`src/rtl/pipeline_ctrl.sv`:
```
// Pipeline sequencer: stage valid tracking plus stall/bubble/flush/redirect control and HLT drain.
// Optional performance counters are enabled by defining PIPE_PERF_EN.
module pipeline_ctrl #(
  parameter int REG_AW = 4
`ifdef PIPE_PERF_EN
  , parameter int CNT_W = 16
`endif
) (
  input  logic              clk,
  input  logic              rst_n,
  input  logic [REG_AW-1:0] id_rs,
  input  logic [REG_AW-1:0] id_rt,
  input  logic              id_uses_rs,
  input  logic              id_uses_rt,
  input  logic              id_halt,
  input  logic [REG_AW-1:0] ex_rd,
  input  logic              ex_mem_read,
  input  logic              mem_req,
  input  logic              mem_ready,
  input  logic              wb_halt,
  input  logic              wb_branch,
  output logic              pc_we,
  output logic              if_id_we,
  output logic              pc_redirect,
  output logic              mem_abort,
  output logic              id_valid,
  output logic              ex_valid,
  output logic              mem_valid,
  output logic              wb_valid,
  output logic              halted
`ifdef PIPE_PERF_EN
  , output logic [CNT_W-1:0] stall_cnt
  , output logic [CNT_W-1:0] flush_cnt
  , output logic [CNT_W-1:0] retire_cnt
`endif
);

  typedef enum logic [1:0] {RUN, DRAIN, HALTED} state_t;

  state_t state, state_next;
  logic   id_n, ex_n, mem_n, wb_n;
  logic   br, mst, lu;

  assign br  = wb_valid & wb_branch;
  assign mst = mem_valid & mem_req & ~mem_ready;
  assign lu  = ex_valid & ex_mem_read & id_valid &
               ((id_uses_rs & (id_rs == ex_rd)) | (id_uses_rt & (id_rt == ex_rd)));

  assign halted = (state == HALTED);

  always_ff @(posedge clk or negedge rst_n) begin
    if (!rst_n) begin
      state     <= RUN;
      id_valid  <= 1'b0;
      ex_valid  <= 1'b0;
      mem_valid <= 1'b0;
      wb_valid  <= 1'b0;
    end else begin
      state     <= state_next;
      id_valid  <= id_n;
      ex_valid  <= ex_n;
      mem_valid <= mem_n;
      wb_valid  <= wb_n;
    end
  end

  always_comb begin
    state_next  = state;
    id_n        = id_valid;
    ex_n        = ex_valid;
    mem_n       = mem_valid;
    wb_n        = wb_valid;
    pc_we       = (state == RUN);
    if_id_we    = (state == RUN);
    pc_redirect = 1'b0;
    mem_abort   = 1'b0;

    if (br) begin
      pc_redirect = 1'b1;
      pc_we       = 1'b1;
      if_id_we    = 1'b1;
      mem_abort   = mst;
      id_n        = 1'b0;
      ex_n        = 1'b0;
      mem_n       = 1'b0;
      wb_n        = 1'b0;
      state_next  = RUN;
    end else if (mst) begin
      pc_we    = 1'b0;
      if_id_we = 1'b0;
      wb_n     = 1'b0;
    end else if (lu) begin
      pc_we    = 1'b0;
      if_id_we = 1'b0;
      ex_n     = 1'b0;
      mem_n    = ex_valid;
      wb_n     = mem_valid;
    end else begin
      unique case (state)
        RUN: begin
          // The HLT itself advances to EX, but nothing fetched behind it becomes valid.
          if (id_valid & id_halt) state_next = DRAIN;
          id_n  = (state_next == RUN);
          ex_n  = id_valid;
          mem_n = ex_valid;
          wb_n  = mem_valid;
        end
        DRAIN: begin
          if (wb_valid & wb_halt) begin
            state_next = HALTED;
            id_n  = 1'b0;
            ex_n  = 1'b0;
            mem_n = 1'b0;
            wb_n  = 1'b0;
          end else begin
            id_n  = 1'b0;
            ex_n  = id_valid;
            mem_n = ex_valid;
            wb_n  = mem_valid;
          end
        end
        default: begin
          id_n  = 1'b0;
          ex_n  = 1'b0;
          mem_n = 1'b0;
          wb_n  = 1'b0;
        end
      endcase
    end
  end

`ifdef PIPE_PERF_EN
  always_ff @(posedge clk or negedge rst_n) begin
    if (!rst_n) begin
      stall_cnt  <= '0;
      flush_cnt  <= '0;
      retire_cnt <= '0;
    end else if (state != HALTED) begin
      // A branch cycle is a flush, not a stall, even when mst/lu are also raised.
      if (~br & (mst | lu) & (stall_cnt != '1)) stall_cnt <= stall_cnt + CNT_W'(1);
      if (br & (flush_cnt != '1))               flush_cnt <= flush_cnt + CNT_W'(1);
      if (wb_valid & (retire_cnt != '1))        retire_cnt <= retire_cnt + CNT_W'(1);
    end
  end
`endif

endmodule

```
`config.mk`:
```
export PLATFORM = sky130hd
export DESIGN_NAME = pipeline_ctrl
export DESIGN_NICKNAME = d
export VERILOG_FILES = /design/src/rtl/pipeline_ctrl.sv
export SDC_FILE = /design/constraint.sdc
export NUM_CORES = 1
export LEC_CHECK = 0
export CORE_AREA = 3 3 40 42
export CTS_CLUSTER_DIAMETER = 80
export DETAILED_ROUTE_END_ITERATION = 8
export DIE_AREA = 0 0 43 45
export DONT_BUFFER_PORTS = 1
export SYNTH_ARGS = -nofsm -noshare
export SYNTH_HDL_FRONTEND = slang
export SYNTH_SLANG_ARGS = --single-unit
```
`constraint.sdc`:
```
create_clock -name clk -period 1.8 [get_ports clk]
set_clock_uncertainty 0.05 [all_clocks]
set_input_delay 0.09 -clock clk [delete_from_list [all_inputs] [get_ports clk]]
set_output_delay 0.09 -clock clk [all_outputs]
set_load 0.05 [all_outputs]
```
==> flow_summary.json <==
{
  "status": "finished clean",
  "die_h_um": 45,
  "antenna_cells": 0,
  "route.detailed.drc": 0,
  "synth_mux_area_share_pct": 2.08,
  "grt_util_met2_pct": 24.3,
  "firstDrtPassIters": 2,
  "wl_um": 1200,
  "power_frac_comb_pct": 9.3,
  "slew_viol_final": 0,
  "cts_tree": "built",
  "io_pins": 31,
  "clk_pin_slew_worst_paths_ns": 0.05,
  "avgSynthCellArea_um2": 8.28,
  "num_vias": 464,
  "fillerInstances": 126,
  "die_w_um": 43,
  "grtUsageMet1_pct": 16.3,
  "ys_seq_elements": 6,
  "min_period_over_period_pct": 96.6,
  "routabilityCongestion": 0.813,
  "syn-num-nets": 80,
  "yosysMostFrequentCell": "nand2_1",
  "antenna_found_initial": 0,
  "slew_headroom_pct": 77.9,
  "seq_power_share_pct": 46.4,
  "detail-route-antenna-nets": 0,
  "sw_frac_of_total_pct": 22.3,
  "synth_xor_area_share_pct": 14.6,
  "drt-wirelength-per-cell_um": 14.0,
  "hold_path_class": "in -> reg",
  "cts.sinks": 6,
  "first_iter_violations": 1,
  "setup_viol": 0,
  "cp.arrival_ns": 1.60,
  "drive_gt1_share_pct": 40.8,
  "synth_edf_count": 0,
  "synth_adder_area_share_pct": 0,
  "crit_type": "reg -> out",
  "hpwl_um": 1070,
  "synth_top_area_share_pct": 31.3,
  "die_area_um2": 1940,
  "pre_cts_ws_ns": 0.262,
  "post_cts_buffers": 0,
  "grtUsageMet3_pct": 5.18,
  "area_growth_pct": 37.8,
  "hold_viol": 0,
  "multi_input_area_um2": 328,
  "cts_buffer_depth": 2,
  "max_freq_mhz": 575,
  "synth_cell_types": 26,
  "synth_top_family_by_area": "simple AND/OR/NAND/NOR gates",
  "syn_inst": 58,
  "synth_compound_area_share_pct": 13.5,
  "yosys_warnings": 0,
  "cts_max_level": 1,
  "drv_cap": 0,
  "setup_ws_ns": 0.0619,
  "critPathRequiredTime_ns": 1.66,
  "final_area_um2": 662,
  "power.internal_mw": 0.226,
  "critPathCaptureType": "output port",
  "ys_top_cells_by_area": "dfrtp_1 (31%), xnor2_1 (7.3%), xor2_1 (7.3%)",
  "syn_area_um2": 480,
  "power_density_nw_per_um2": 439,
  "coreArea_um2": 1280,
  "fin_crit_ns": 1.74,
  "clock_latency_ns": 0.24,
  "gr-total-overflow": 0,
  "register_area_um2": 153,
  "synth_area_leader_cell": "dfrtp_1",
  "vdd_drop_max_uv": 304,
  "grtUsageTotal_pct": 14.5,
  "busiest_layer": "met2",
  "postSynth.asyncResetShare_pct": 100,
  "pwr-share-clk_pct": 44.2,
  "finalNetCount": 95,
  "p_leak_nw": 0.273,
  "synth_common_cells": "nand2_1 (8), dfrtp_1 (6), nor2_1 (6)",
  "via_per_inst": 5.40,
  "start_kind": "flop",
  "placed_area_um2": 609,
  "numPortBuffers": 0,
  "cts_buffers": 3,
  "worst_pin_slew_ns": 0.328,
  "cp_max_fo": 3,
  "rows": 13,
  "root_buffer": "clkbuf_4",
  "initial_core_util_pct": 37.4,
  "grt_max_degree": 8,
  "synthFlopType": "dfrtp_1",
  "p_sw_mw": 0.0649,
  "ys_seq_area_share_pct": 31.3,
  "grt_pass1_wl_um": 2080,
  "grt_pass1_vias": 504,
  "yosys.area_share.simple_pct": 34.6,
  "rsz0062_at_grt": "no"
}
==> final timing paths <==
check	startpoint	endpoint	slack, ns	cells after the start
max	id_valid$_DFFE_PN0P_	if_id_we	0.06	5
min	mem_req	wb_valid$_DFF_PN0_	0.02	3
max reg2reg	id_valid$_DFFE_PN0P_	id_valid$_DFFE_PN0P_	0.27	5
min reg2reg	state[1]$_DFFE_PN0P_	state[1]$_DFFE_PN0P_	0.56	2
max in group asynchronous	rst_n	ex_valid$_DFFE_PN0P_	1.34	1
min in group asynchronous	rst_n	wb_valid$_DFF_PN0_	0.12	1
==> cell families (layout without fill, tap and decap cells) <==
| family | Yosys count | after routing |
|---|---|---|
| flip-flops | 6 | 6 |
| AND/OR/NAND/NOR | 31 | 31 |
| buffers and inverters | 4 | 17 |
| XOR/XNOR | 8 | 8 |
| multiplexers | 1 | 1 |
| AO/OA/AOI/OAI | 8 | 8 |
==> power by group through the flow <==
stage	clock network (mW)	registers [mW]	logic, mW
after detailed placement	0	0.137	0.0208
final	0.129	0.135	0.0271
after global routing	0.136	0.135	0.0318
after floorplan	0	0.137	0.0185
after CTS	0.132	0.135	0.0277
after global placement	0	0.137	0.0203
==> sequential cells by signal, summed over array words and instances, names as in the netlist <==
name,cells
ex_valid,1
id_valid,1
mem_valid,1
state,2
wb_valid,1
==> cell type report <==
type,instances,share of cell area (%)
multi-input cells,48,49.5
flip-flops and latches,6,23.1
repair buffers,11,18.9
clock buffers,3,3.40
well taps,15,2.84
inverters,3,2.27
==> placed cells by master (no fill, tap or decap), drive strengths merged, types with 2 or more instances in the layout <==
cell / count
clkbuf: 3
nor2: 6
xor2: 4
nand3: 5
dlygate4sd3: 2
xnor2: 4
nor3: 3
a21oi: 2
inv: 2
nand2: 9
and3: 3
buf: 9
dfrtp: 6
==> repair_timing <==
item | 4_1_cts | 5_1_grt
setup endpoints to repair | 2 | 0
endpoints found under the hold margin | 7 | 0
gates resized for setup | 2 | 0
hold buffers | 2 | 0
==> metrics by stage <==
step           util, %  hold WS (ns)  setup TNS [ns]  std cells  power [mW]
4_1_cts           51.5        0.0196               0         86       0.294
5_1_grt           51.5        0.0691               0         86       0.303
2_1_floorplan        -        -0.256         -0.0432         58       0.156
3_3_place_gp      47.4        -0.255               0         81       0.158
6_report          51.5        0.0212               0         86       0.291
3_5_place_dp      47.4        -0.255               0         81       0.158
==> per-layer routing <==
metal | up-vias | wire length [um] | share of wire, %
li1 | 227 | - | -
met1 | 209 | 428 | 36
met2 | 26 | 607 | 50
met3 | 2 | 143 | 12
met4 | 0 | 24 | 2.0
met5 | - | 0 | 0
==> critical path, cell delays in order, from the launching register on <==
cell,delay (ns)
dfrtp_2,0.40
and3_4,0.19
and3_2,0.22
nor3_2,0.20
a21o_2,0.21
buf_12,0.14
(Power assumes the default switching activity.)
